**config.mk**
```make
export PLATFORM = sky130hd
export DESIGN_NAME = fifo_sync_nconv
export DESIGN_NICKNAME = d
export VERILOG_FILES = /design/src/rtl/fifo_pkg.sv /design/src/rtl/fifo_sym_ram.sv /design/src/rtl/fifo_sync_nconv.sv
export SDC_FILE = /design/constraint.sdc
export NUM_CORES = 1
export LEC_CHECK = 0
export ABC_AREA = 1
export CAP_MARGIN = 20
export CORE_MARGIN = 3
export CORE_UTILIZATION = 40
export DETAILED_ROUTE_END_ITERATION = 10
export PLACE_DENSITY = 0.63
export SETUP_SLACK_MARGIN = 0.15
export SLEW_MARGIN = 20
export SYNTH_ARGS = -nofsm -noshare
export SYNTH_HDL_FRONTEND = slang
export SYNTH_SLANG_ARGS = --single-unit
```
**constraint.sdc**
```tcl
create_clock -name clk -period 5.5 [get_ports clk]
set_clock_uncertainty 0.1 [all_clocks]
set_input_delay 0.55 -clock clk [delete_from_list [all_inputs] [get_ports clk]]
set_output_delay 0.55 -clock clk [all_outputs]
set_load 0.02 [all_outputs]
```
**src/rtl/fifo_pkg.sv**
```systemverilog
// Shared constants and helpers for the symbol-width-converting FIFO.
// Pure elaboration-time content; no logic.
package fifo_pkg;

  localparam int MODE_UNPACK = 0;
  localparam int MODE_PACK   = 1;

  function automatic int clog2(input int n);
    int r;
    r = 0;
    while ((1 << r) < n) r++;
    return r;
  endfunction

endpackage

```
**src/rtl/fifo_sym_ram.sv**
```systemverilog
// Symbol store: NSIZE write lanes into one aligned group, RS-symbol aligned async read.
// No reset; contents are only reachable through the owner's pointers.
module fifo_sym_ram #(
  parameter int DSIZE = 8,
  parameter int NSIZE = 4,
  parameter int DEPTH = 16,
  parameter int RS    = 1,
  parameter int AW    = 4
) (
  input  logic                         clk_i,
  input  logic [NSIZE-1:0]             we_i,
  input  logic [AW-1:0]                wbase_i,
  input  logic [NSIZE*(DSIZE+1)-1:0]   wdat_i,
  input  logic [AW-1:0]                raddr_i,
  output logic [RS*(DSIZE+1)-1:0]      rdat_o
);

  localparam int SW = DSIZE + 1;

  logic [SW-1:0] mem_q [DEPTH];

  always_ff @(posedge clk_i) begin
    for (int j = 0; j < NSIZE; j++) begin
      if (we_i[j]) mem_q[wbase_i + AW'(j)] <= wdat_i[j*SW +: SW];
    end
  end

  // Lane k of the read port is the k-th symbol after the aligned read address.
  always_comb begin
    rdat_o = '0;
    for (int k = 0; k < RS; k++) begin
      rdat_o[k*SW +: SW] = mem_q[raddr_i + AW'(k)];
    end
  end

endmodule

```
**src/rtl/fifo_sync_nconv.sv**
```systemverilog
// Single-clock FIFO packing or unpacking NSIZE-symbol words; read data registered, 1-cycle latency.
// Rejected writes/reads are dropped and recorded in sticky overflow/underflow flags.
module fifo_sync_nconv
  import fifo_pkg::*;
#(
  parameter int DSIZE     = 8,
  parameter int NSIZE     = 4,
  parameter int MODE      = 0,
  parameter int DEPTH     = 16,
  parameter int ALMOST    = 4,
  parameter int DEF_VALUE = 0,
  localparam int WW = (MODE == MODE_PACK) ? DSIZE : DSIZE * NSIZE,
  localparam int RW = (MODE == MODE_PACK) ? DSIZE * NSIZE : DSIZE,
  localparam int AW = clog2(DEPTH)
) (
  input  logic          clk,
  input  logic          rst,
  input  logic          wr_en,
  input  logic [WW-1:0] wr_data,
  input  logic          wr_last,
  output logic          wr_full,
  output logic          wr_almost_full,
  input  logic          rd_en,
  output logic [RW-1:0] rd_data,
  output logic          rd_vld,
  output logic          rd_last,
  output logic          rd_empty,
  output logic          rd_almost_empty,
  output logic [AW:0]   count,
  output logic          overflow,
  output logic          underflow
);

  localparam int PW = AW + 1;
  localparam int SW = DSIZE + 1;
  localparam int WS = (MODE == MODE_PACK) ? 1 : NSIZE;
  localparam int RS = (MODE == MODE_PACK) ? NSIZE : 1;
  localparam logic [DSIZE-1:0] DEF_SYM  = DSIZE'(DEF_VALUE);
  localparam logic [PW-1:0]    GRP_MASK = PW'(NSIZE - 1);

  logic [PW-1:0] wr_ptr_q, wr_ptr_d, rd_ptr_q, rd_ptr_d;
  logic [PW-1:0] wr_nxt, space;
  logic          wr_acc, rd_acc;

  logic [NSIZE-1:0]    lane_we;
  logic [NSIZE*SW-1:0] lane_dat;
  logic [AW-1:0]       wbase;
  logic [RS*SW-1:0]    ram_rdat;

  logic [RW-1:0] rd_word, rd_data_q, rd_data_d;
  logic          rd_word_last, rd_last_q, rd_last_d;
  logic          rd_vld_q, rd_vld_d;
  logic          overflow_q, overflow_d, underflow_q, underflow_d;

  // Flags come only from registered pointers, so a read never frees space for a same-cycle write.
  assign count           = wr_ptr_q - rd_ptr_q;
  assign space           = PW'(DEPTH) - count;
  assign wr_full         = space < PW'(WS);
  assign rd_empty        = count < PW'(RS);
  assign wr_almost_full  = space <= PW'(ALMOST);
  assign rd_almost_empty = count <= PW'(ALMOST);

  assign wr_acc = wr_en && !wr_full;
  assign rd_acc = rd_en && !rd_empty;

  generate
    if (MODE == MODE_PACK) begin : g_pack
      logic [PW-1:0] woff;
      assign woff = wr_ptr_q & GRP_MASK;

      // A last symbol pads the rest of its group so the reader always sees whole words.
      always_comb begin
        lane_we  = '0;
        lane_dat = '0;
        for (int j = 0; j < NSIZE; j++) begin
          if (PW'(j) == woff) begin
            lane_we[j]            = wr_acc;
            lane_dat[j*SW +: SW]  = {wr_last, wr_data};
          end else if (PW'(j) > woff) begin
            lane_we[j]            = wr_acc && wr_last;
            lane_dat[j*SW +: SW]  = {1'b0, DEF_SYM};
          end
        end
      end

      assign wr_nxt = wr_last ? (wr_ptr_q & ~GRP_MASK) + PW'(NSIZE)
                              : wr_ptr_q + PW'(1);
    end else begin : g_unpack
      // Symbol 0 sits in the MSB lane; only the final symbol carries the packet marker.
      always_comb begin
        lane_we  = {NSIZE{wr_acc}};
        lane_dat = '0;
        for (int j = 0; j < NSIZE; j++) begin
          lane_dat[j*SW +: SW] = {(j == NSIZE - 1) && wr_last,
                                  wr_data[(NSIZE-1-j)*DSIZE +: DSIZE]};
        end
      end

      assign wr_nxt = wr_ptr_q + PW'(NSIZE);
    end
  endgenerate

  assign wbase    = wr_ptr_q[AW-1:0] & ~AW'(NSIZE - 1);
  assign wr_ptr_d = wr_acc ? wr_nxt : wr_ptr_q;
  assign rd_ptr_d = rd_acc ? rd_ptr_q + PW'(RS) : rd_ptr_q;

  fifo_sym_ram #(
    .DSIZE (DSIZE),
    .NSIZE (NSIZE),
    .DEPTH (DEPTH),
    .RS    (RS),
    .AW    (AW)
  ) u_ram (
    .clk_i   (clk),
    .we_i    (lane_we),
    .wbase_i (wbase),
    .wdat_i  (lane_dat),
    .raddr_i (rd_ptr_q[AW-1:0]),
    .rdat_o  (ram_rdat)
  );

  always_comb begin
    rd_word      = '0;
    rd_word_last = 1'b0;
    for (int k = 0; k < RS; k++) begin
      rd_word[(RS-1-k)*DSIZE +: DSIZE] = ram_rdat[k*SW +: DSIZE];
      rd_word_last                     = rd_word_last | ram_rdat[k*SW + DSIZE];
    end
  end

  always_comb begin
    rd_vld_d    = rd_acc;
    rd_data_d   = rd_acc ? rd_word : rd_data_q;
    rd_last_d   = rd_acc ? rd_word_last : rd_last_q;
    overflow_d  = overflow_q  | (wr_en && wr_full);
    underflow_d = underflow_q | (rd_en && rd_empty);
  end

  always_ff @(posedge clk) begin
    if (rst) begin
      wr_ptr_q    <= '0;
      rd_ptr_q    <= '0;
      rd_data_q   <= {RS{DEF_SYM}};
      rd_last_q   <= 1'b0;
      rd_vld_q    <= 1'b0;
      overflow_q  <= 1'b0;
      underflow_q <= 1'b0;
    end else begin
      wr_ptr_q    <= wr_ptr_d;
      rd_ptr_q    <= rd_ptr_d;
      rd_data_q   <= rd_data_d;
      rd_last_q   <= rd_last_d;
      rd_vld_q    <= rd_vld_d;
      overflow_q  <= overflow_d;
      underflow_q <= underflow_d;
    end
  end

  assign rd_data   = rd_data_q;
  assign rd_last   = rd_last_q;
  assign rd_vld    = rd_vld_q;
  assign overflow  = overflow_q;
  assign underflow = underflow_q;

endmodule

```
# Word level (Yosys, flattened, before mapping)
# Memory sizes are Yosys's and may differ from the RTL's. A register that Yosys moved wholly into a read port is not among the register bits.
# Index checks and enable logic that the tools add are counted.
# totals
reg_bits	13
ram_bits	144
in_bits	37
out_inout_bits	21
elab_cells	27
mem_count	1
# mem_list
name	depth	width	rd	rd_clocked_by_memory_dff	write_ports	line	rtl
u_ram.mem_q	16	9	1	1	4	fifo_sym_ram.sv:20	logic [SW-1:0] mem_q [DEPTH];
# op_classes
add_sub_neg	7
magnitude_cmp	4
mux	2
bitwise_logic	2
n_reduce_logical	6
# ops
cell	n
less-or-equal comparator 5 x 3 -> 1 bit, second input constant	2
adder 4 x 2 -> 4 bit, second input constant	2
adder 5 x 1 -> 5 bit, second input constant	1
adder 5 x 3 -> 5 bit, second input constant	1
less-than comparator 5 x 1 -> 1 bit, second input constant	1
less-than comparator 5 x 3 -> 1 bit, second input constant	1
subtractor 5 bit	1
subtractor 5 bit, first input constant	1
adder 4 x 1 -> 4 bit, second input constant	1
logical AND 1 bit	4
logical NOT 1 bit	2
two-way mux 1 bit	2
bitwise OR 1 bit	2

# Longest topological paths before layout
# Gate-level depths: netlist of the first run.
# logic_depth
word_depth	7
ltp_mapped	17

# Cells and area by module
# Synthesis of the first run repeated with hierarchy kept, for this count alone.
# hier_totals
cells_unflattened	2005
area_unflattened_um2	13010.0
# by_module_without_submodules
mod	instances	cells_per_inst	area_each_um2	seq_area_each_um2
fifo_sym_ram	1	1847	11898.9	4324.1
fifo_sync_nconv	1	158	1111.1	400.4

# Worst setup path before layout of the first run
# Ideal clock, no wire load.
# synth_timing
path_kind	register -> register
start	register rd_ptr_q[2]
end	memory u_ram.mem_q[12][0] in the netlist's numbering, enable pin
arrival_ns	3.342
required_time_ns	4.977
path_slack_ns	1.635
path_stages_with_launch	14
period_less_slack_ns	3.865
path_cell_list	dfxtp_1 -> clkbuf_1 -> inv_1 -> ha_1 -> inv_2 -> nand2_1 -> nand2_1 -> nor2_2 -> nand3_1 -> nand2_1 -> nand2_1 -> nand2_2 -> nand2_4 -> nor2_1
# synth_rtl
element	line	rtl
start, declared	fifo_sync_nconv.sv:41	logic [PW-1:0] wr_ptr_q, wr_ptr_d, rd_ptr_q, rd_ptr_d;
start signal, assigned	fifo_sync_nconv.sv:150	rd_ptr_q <= rd_ptr_d;
end, declared	fifo_sym_ram.sv:20	

# Worst setup path after layout of the first run
# layout_timing
start	register rd_ptr_q[1]
end	output port wr_almost_full
# layout_between
elab_chain_cells	3
# layout_rtl
element	line	rtl
subtractor 5 bit	fifo_sync_nconv.sv:56	assign count = wr_ptr_q - rd_ptr_q;
subtractor 5 bit	fifo_sync_nconv.sv:57	assign space = PW'(DEPTH) - count;
less-or-equal comparator 5 x 3 -> 1 bit	fifo_sync_nconv.sv:60	assign wr_almost_full = space <= PW'(ALMOST);
end, declared	fifo_sync_nconv.sv:22	output logic wr_almost_full,
# Every way passes these cells.

==> metrics.txt, run 1 <==
number of antenna violations at the first check in global routing 0; portion of the post-synthesis area used by sequential elements 0.6826; endpoint kind of the worst setup timing path primary output; grt total ovfl 0; clk root buf clkbuf_16; vias after detailed routing 4226; cells along the critical path buf_4 > inv_1 > ha_1 > inv_1 > nand2_1 > nand2_1 > nor2_2 > nand3_1 > nand2_1 > a221oi_1 > clkdlybuf4s50_1; worst-path cell with the longest stage delay clkdlybuf4s50_1; Most common cell on crit path nand2_1; slew at the pin closest to its max-slew limit 1.117 ns; distinct cell type count after synthesis 30; Die Footprint 0.01754 mm^2; synthesis-to-finish area growth 20.55%; die boundary width 132.4 um; max capacitance violation total 0; layout cell share with drive strength beyond 1 0.1054; count of endpoints failing setup in the final report 0; number of top-level pins 58; nature of the critical path startpoint flip-flop; final-report max-slew violation count 0; via density per instance 5.049; Slowest Stage Delay on Critical Path 0.65 ns; IR drop worst, VDD 0.2826 mV; number of instances in the synthesized netlist 561; fin crit period 4.101 ns; final estimated routing congestion in global placement 0.8527; Placed Instances 804; Inserted Clock Buffers 17; net count of the finished layout 660; net count after synthesis 607; clk sinks between 150 and 200; antenna-violating nets left 0; Fmax 243.8 MHz; initial cell density of the core 0.4144; worst path arrival time about 3.5 ns; Yosys warning total 0; Iteration-0 DRC Markers 345; Detail Placement HPWL 8.254 mm; outcome complete, no violations; # port buffers 57; clock-pin slew on the worst setup and hold paths 0.06 ns; Filler Cells Inserted 1389; insertion delay to the later sink of the worst-skew pair 0.41 ns; power density over the cells 491.4 mW/mm^2; worst max-slew margin expressed relative to the limit 0.2528; vias in the first global route 4121; count of endpoints failing hold in the final timing report 0; total DRC errors in the routed layout 0; classification of the worst setup path reg2out; routed wire length per instance 16.32 um; Post-Synthesis Cell Area 0.006394 mm^2; global routing usage summed across all routing layers 0.1574; site row count 45; total negative setup slack 0 ns; number of hold-repair buffers added at the cts stage 0; commonest non-fill, non-tap cell in the layout edfxtp_1; worst min-delay path category reg2reg; commonest cells after routing, fill and taps aside edfxtp_1, nor2_1, nand2_1, o21ai_0, clkdlybuf4s50_1; die outline height 132.4 um; first-pass GRT wire length between 20 and 25 mm; per-instance average area after synthesis 11.40 um^2; number of setup buffers added after CTS 0; leakage between 2 and 3 nW; Placeable Area 0.01543 mm^2; first-pass detailed-route iteration total 5; RSZ-0062 raised after global routing false; number of non-filler instances in the completed layout roughly 840; final routed wirelength across all metal layers 13.66 mm; CTS tree built; largest net degree at the start of global routing 70; fin crit share 0.7456; antenna cells 0; Worst Path Required 4.85 ns; clock tree buffer depth 2; # H-tree levels 4; final core utilization 0.4996; Seq cells post-synth 152; number of resized instances in the post-cts repair step 0; top fanout value on the critical path 45
## metrics by stage
step                      area, um^2  hold slack [ns]  worst slack (ns)  total power [mW]
final                           7707           0.3490             1.399             3.787
after global routing            7707           0.3904             1.150             3.997
after detailed placement        7131           0.3428             1.570             2.766
after floorplan                 6394           0.3691             1.635             2.374
after CTS                       7652           0.3513             1.390             3.807
after global placement          7131           0.3385             1.737             2.736
## flip-flops by register name, summed over array words and instances (netlist names)
| name | cells |
|---|---|
| rd_data | 8 |
| u_ram.mem_q | 132 |
| rd_last | 1 |
| underflow | 1 |
| overflow | 1 |
| rd_ptr_q | 5 |
| rd_vld | 1 |
| wr_ptr_q | 3 |
## worst paths after layout
kind | endpoint | cells past startpoint | slack (ns) | startpoint
hold / removal | overflow$_SDFF_PP0_ | 2 | 0.35 | overflow$_SDFF_PP0_
setup reg to reg | u_ram.mem_q[5][0]$_DFFE_PP_ | 12 | 1.63 | rd_ptr_q[1]$_SDFFE_PP0P_
setup / recovery | wr_almost_full | 11 | 1.40 | rd_ptr_q[1]$_SDFFE_PP0P_
hold reg to reg | overflow$_SDFF_PP0_ | 2 | 0.35 | overflow$_SDFF_PP0_
## metal layers
metal | wire [um] | up-vias | global-route usage
li1 | - | 2062 | -
met1 | 6110 | 2019 | 0.2070
met2 | 6547 | 131 | 0.2547
met3 | 838 | 14 | 0.04715
met4 | 166 | 0 | 0.04561
met5 | 0 | - | 0
## power by group
part / internal, mW / switching (mW)
combinational: 0.399 / 0.767
sequential: 1.52 / 0.0628
clock: 0.617 / 0.423
total: 2.53 / 1.25
## kinds of logic (layout without fill, tap and decap cells)
family,after synthesis,after routing,share of synthesized area
AO/OA/AOI/OAI,120,120,0.1090
XOR/XNOR,5,5,0.006851
adder cells (fa/ha/maj),9,9,0.01761
buffers and inverters,62,127,0.04423
flip-flops,152,152,0.6826
AND/OR/NAND/NOR,213,213,0.1397
## critical path, delay by kind of cell, from the launching register on
| family | cells | cell delay [ns] |
|---|---|---|
| adders and majority gates | 1 | 0.41 |
| DFF | 1 | 0.30 |
| buffers and inverters | 4 | 1.64 |
| and+or+nand+nor | 5 | 0.41 |
| AOI/OAI and AO/OA | 1 | 0.26 |
## cells in the mapped netlist (all sizes together)
cell    count  share of area
a211oi      1         0.0012
a21oi      10          0.011
a221oi      1         0.0014
a22oi       1         0.0012
buf        17          0.018
clkbuf     12         0.0070
clkinv      1        0.00059
dfxtp      20          0.063
edfxtp    132           0.62
ha          9          0.018
inv        32          0.019
nand2      82          0.057
nand3      19          0.016
nor2      112          0.067
o211ai      9          0.011
o21ai      68          0.053
o21bai      7         0.0082
o22ai      23          0.023
xnor2       2         0.0027
xor2        3         0.0041
## cell type report
cell class,instances,area [um^2],share of cell area
Inverter,33,123.9,0.01607
Tap cell,211,264.0,0.03425
Multi-Input combinational cell,347,1777,0.2305
Timing Repair Buffer,63,655.6,0.08506
Clock inverter,8,73.82,0.009578
Sequential cell,152,4365,0.5664
Clock buffer,23,447.9,0.05812
Note: power is estimated with default switching activity, not from simulation.
==> run 2, diff against run 1 <==
Clock period 5.5 ns to 4.26 ns, I/O delays scaled along.
==> metrics.txt, run 2 (synthesis gave the netlist of run 1 again) <==
launch point of the worst reg-to-reg path rd_ptr_q[0]$_SDFFE_PP0P_; Die Footprint 0.01754 mm^2; worst-case hold slack 0.3573 ns; Fmax between 200 and 300 MHz; vias in the first global route ~4200; site row count 45; count of endpoints failing hold in the final timing report 0; Top Usage Layer GRT met2; launching instance or port of the critical path rd_ptr_q[0]$_SDFFE_PP0P_; count of endpoints failing setup in the final report 0; clk root buf clkbuf_16; RSZ-0062 raised after global routing false; global routing met3 resource utilization 0.04487; Iteration-0 DRC Markers approximately 370; grt total ovfl 0; die boundary width between 100 and 150 um; power density over the cells 644.6 mW/mm^2; R2R Setup Slk 1.02 ns; Min-Delay Startpoint overflow$_SDFF_PP0_; number of hold-repair buffers added at the cts stage 0; classification of the worst setup path reg2out; commonest non-fill, non-tap cell in the layout edfxtp_1; Largest register FFs about 130; fin crit share 0.8660; number of setup buffers added after CTS 0; worst r2r dst u_ram.mem_q[12][1]$_DFFE_PP_; clock-pin slew on the worst setup and hold paths 0.06 ns; routed wire length per instance 16.26 um; global routing usage summed across all routing layers 0.1614; initial cell density of the core 0.4144; total negative setup slack 0 ns; final estimated routing congestion in global placement around 0.9; clock tree buffer depth 2; largest net degree at the start of global routing 46; nature of the critical path startpoint flip-flop; Worst Hold End overflow$_SDFF_PP0_; met2 capacity usage during global routing 0.2555; # H-tree levels 4; via density per instance around 5; worst max-slew margin expressed relative to the limit 0.2129; antenna-violating nets left 0; Inserted Clock Buffers 17; worst path arrival time 3.16 ns; M1 GR Usage 0.2130; clk sinks between 150 and 200; worst-path cell with the longest stage delay dfxtp_2; IR drop worst, VDD 0.3432 mV; final core utilization 0.5026; first-pass detailed-route iteration total 5; number of antenna violations at the first check in global routing 0; # port buffers 57; leakage ~2.8 nW; worst-case reg-to-reg path depth 12; Buffers & Inverters on Critical Path 3; net count of the finished layout 665; die outline height 132.4 um; register with the highest flop count u_ram.mem_q; number of top-level pins between 50 and 60; category of cells accounting for the largest share of critical-path delay buffers and inverters; antenna cells 0; top fanout value on the critical path 29; Placeable Area 0.01543 mm^2; total DRC errors in the routed layout 0; CTS tree built; number of resized instances in the post-cts repair step 0; worst min-delay path category reg2reg; Slowest Stage Delay on Critical Path around 0.67 ns; layout cell share with drive strength beyond 1 0.1139; sum of internal, switching and leakage power 4.998 mW; number of cells on the worst hold path 2; outcome complete, no violations; synthesis-to-finish area growth 21.27%; commonest cells after routing, fill and taps aside edfxtp_1, nor2_1, nand2_1, o21ai_0, clkdlybuf4s50_1; final routed wirelength across all metal layers between 10 and 15 mm; max capacitance violation total 0; endpoint kind of the worst setup timing path primary output; Detail Placement HPWL 8.557 mm; fin crit period around 3.7 ns; slew at the pin closest to its max-slew limit 1.176 ns; first-pass GRT wire length 21.90 mm; Worst Path Required roughly 3.7 ns; vias after detailed routing 4238; insertion delay to the later sink of the worst-skew pair 0.42 ns; final-report max-slew violation count 0; Filler Cells Inserted 1401; cells along the critical path inv_2 > ha_1 > inv_1 > nor2_1 > nor2_1 > nand2_1 > nand2_2 > nand2_1 > a221oi_1 > clkdlybuf4s50_1
## run 2: cell types whose count changed in the layout (fill, tap and decap cells not counted)
cell and change:
clkinv_2 -1, bufinv_16 +1, clkinv_4 -1, clkinv_1 +6
inv_8 +1, inv_6 +1, clkbuf_1 -6, buf_12 +1
buf_4 +6, buf_16 -2
## run 2: worst max-delay path by stage
stage	to	slack [ns]	cells after the start
floorplan	u_ram.mem_q[12][0]$_DFFE_PP_	0.40	13
global placement	u_ram.mem_q[3][0]$_DFFE_PP_	1.11	12
detailed placement	u_ram.mem_q[9][0]$_DFFE_PP_	1.03	12
CTS	wr_almost_full	0.58	10
global route	wr_almost_full	0.35	10
finish	wr_almost_full	0.57	10
## run 2: area by class of cell
cell class                 instances  area [um^2]  area share
clock buffer                      17        425.4     0.05487
clock inverter                    15        132.6     0.01711
inverter                          33        123.9     0.01598
multi-input combinational        347         1777      0.2291
sequential                       152         4365      0.5630
tap                              211        264.0     0.03405
timing repair buffer              68        665.6     0.08585
## run 2: worst register-to-register path, stage by stage (launching register included)
cell	delay, ns
dfxtp_2	0.67
inv_2	0.34
ha_1	0.43
nor2_1	0.13
nand3_2	0.11
inv_2	0.09
nand3_1	0.07
nand2_1	0.11
nor2_2	0.04
nand2_2	0.12
nand2_4	0.13
nor2_4	0.10
buf_4	0.43
## run 2: power by group
part	leakage, nW	total [mW]	internal (mW)	switching, mW
Sequential	1.37	2.05	1.95	0.0951
Clock	0.272	1.42	0.851	0.567
Combinational	1.16	1.53	0.547	0.984
Total	2.80	5.00	3.35	1.65
## run 2: stage by stage
stage | setup slack [ns] | area [um^2] | instances
floorplan | 0.3951 | 6394 | 561
global placement | 1.110 | 7196 | 811
detailed placement | 1.032 | 7196 | 811
CTS | 0.5753 | 7754 | 843
global route | 0.3499 | 7754 | 843
finish | 0.5710 | 7754 | 843
## run 2: layer usage
layer / up-vias / share of wire
li1: 2072 / -
met1: 2029 / 0.46
met2: 118 / 0.47
met3: 19 / 0.056
met4: 0 / 0.015
met5: - / 0
==> run 3, diff against run 2 <==
Settings changed: DONT_BUFFER_PORTS set to 1, PLACE_DENSITY 0.63 to 0.58.
==> metrics.txt, run 3 (synthesis gave the netlist of run 1 again) <==
IR drop worst, VDD 0.4381 mV; worst max-slew margin expressed relative to the limit 0.3419; Iteration-0 DRC Markers 230; outcome complete, no violations; first-pass GRT wire length 21.77 mm; count of endpoints failing hold in the final timing report 0; total DRC errors in the routed layout 0; max capacitance violation total 0; vias in the first global route 4000; relative contribution of the clock network to total power 0.302; initial cell density of the core 0.4144; standard cell area after detailed placement ~0.0066 mm^2; die boundary width 132.4 um; Switch Pwr approximately 1.7 mW; Filler Cells Inserted about 1400; CTS tree built; register with the highest flop count u_ram.mem_q; clk root buf clkbuf_16; top fanout value on the critical path 22; final routed wirelength across all metal layers 13.86 mm; Post-Place Worst Slack around 1.3 ns; fin crit share 0.6920; nature of the critical path startpoint flip-flop; final-report max-slew violation count 0; clk sinks 152; Die Footprint around 0.018 mm^2; Largest register FFs 132; antenna-violating nets left 0; number of antenna violations at the first check in global routing 0; number of top-level pins 58; number of setup buffers added after CTS 0; leakage 2.731 nW; clock tree buffer depth 2; Placed Instances roughly 750; largest net degree at the start of global routing 70; worst-case hold slack between 0.04 and 0.05 ns; count of endpoints failing setup in the final report 0; number of resized instances in the post-cts repair step 0; worst min-delay path category in2reg; insertion delay to the later sink of the worst-skew pair 0.42 ns; final core utilization 0.4889; number of hold-repair buffers added at the cts stage 34; worst r2r dst u_ram.mem_q[9][7]$_DFFE_PP_; worst-case reg-to-reg path depth 13; Sw Ratio 0.3408; global routing usage summed across all routing layers 0.1624; Gate power share 0.269; antenna cells 0; vias after detailed routing 4120; Detail Placement HPWL between 8 and 9 mm; final estimated routing congestion in global placement 0.8275; cell-internal power roughly 3.2 mW; fin crit period between 2 and 3 ns; Seq pwr share 0.429; Placeable Area 0.01543 mm^2; via density per instance 5.024; R2R Setup Slk between 1 and 1.5 ns; launch point of the worst reg-to-reg path rd_ptr_q[2]$_SDFFE_PP0P_; power density over the cells 642.5 mW/mm^2; Fmax 339.2 MHz; Final Instance Area 0.007542 mm^2; first-pass detailed-route iteration total 4; commonest non-fill, non-tap cell in the layout edfxtp_1; commonest cells after routing, fill and taps aside edfxtp_1, nor2_1, nand2_1, o21ai_0, dlygate4sd3_1; routed wire length per instance 16.90 um; grt total ovfl 0; Min-Delay Startpoint wr_en; classification of the worst setup path reg2reg; number of cells on the worst hold path 2; layout cell share with drive strength beyond 1 0.1264; # port buffers 0; endpoint kind of the worst setup timing path flip-flop; clock-pin slew on the worst setup and hold paths around 0.06 ns; total negative setup slack 0 ns; die outline height 132.4 um; Worst Hold End overflow$_SDFF_PP0_; number of non-filler instances in the completed layout 820; worst path arrival time 2.97 ns; sum of internal, switching and leakage power 4.846 mW; site row count 45; slew at the pin closest to its max-slew limit 0.9836 ns; net count of the finished layout 642; # H-tree levels 4; Worst Setup Slack, final 1.312 ns; RSZ-0062 raised after global routing false; synthesis-to-finish area growth 17.96%; Inserted Clock Buffers 17; Worst Path Required 4.28 ns
==> run 3: changes by cell type in the layout (fill, tap and decap cells not counted) <==
cell	delta
clkinv_1	-6
inv_6	+1
clkinv_2	+1
clkinvlp_4	+2
clkdlybuf4s50_1	-57
clkbuf_1	+1
dlygate4sd3_1	+34
clkinv_4	+1
==> run 3: worst max-delay path by stage <==
stage / from / endpoint / cells past startpoint
floorplan: rd_ptr_q[2]$_SDFFE_PP0P_ / u_ram.mem_q[12][0]$_DFFE_PP_ / 13
global placement: rd_ptr_q[2]$_SDFFE_PP0P_ / u_ram.mem_q[10][7]$_DFFE_PP_ / 13
detailed placement: rd_ptr_q[2]$_SDFFE_PP0P_ / u_ram.mem_q[10][7]$_DFFE_PP_ / 13
CTS: rd_ptr_q[2]$_SDFFE_PP0P_ / u_ram.mem_q[11][2]$_DFFE_PP_ / 13
global route: rd_ptr_q[2]$_SDFFE_PP0P_ / u_ram.mem_q[9][2]$_DFFE_PP_ / 13
finish: rd_ptr_q[2]$_SDFFE_PP0P_ / u_ram.mem_q[9][7]$_DFFE_PP_ / 13
==> run 3: per-layer routing <==
metal | vias up | global-route usage | wire length (um)
li1 | 2030 | - | -
met3 | 10 | 0.04791 | 743
met2 | 105 | 0.2598 | 6538
met4 | 0 | 0.04850 | 147
met1 | 1975 | 0.2160 | 6426
met5 | - | 0 | 0
==> run 3: layout make-up <==
class	count	area (um^2)	share of cell area
Tap cell	211	264.0	0.03500
Sequential cell	152	4365	0.5788
Clock inverter	14	147.6	0.01958
Inverter	33	123.9	0.01642
Clock buffer	18	429.2	0.05690
Timing Repair Buffer	45	435.4	0.05773
Multi-Input combinational cell	347	1777	0.2356
==> run 3: critical path, cell delays in order, from the launching register on <==
cell     delay (ns)
dfxtp_1        0.33
inv_1          0.10
ha_1           0.40
inv_2          0.08
nand2_1        0.09
nand2_1        0.20
nor2_2         0.17
nand3_1        0.09
nand2_1        0.08
nand2_1        0.07
nand2_2        0.14
nand2_4        0.13
nor2_4         0.40
buf_12         0.24
==> run 3: power by group through the flow <==
stage	clock network, mW	logic [mW]	registers, mW
2_1_floorplan	0	0.968	2.10
3_3_place_gp	0	1.25	2.10
3_5_place_dp	0	1.27	2.11
4_1_cts	1.49	1.32	2.08
5_1_grt	1.55	1.47	2.10
6_report	1.46	1.30	2.08
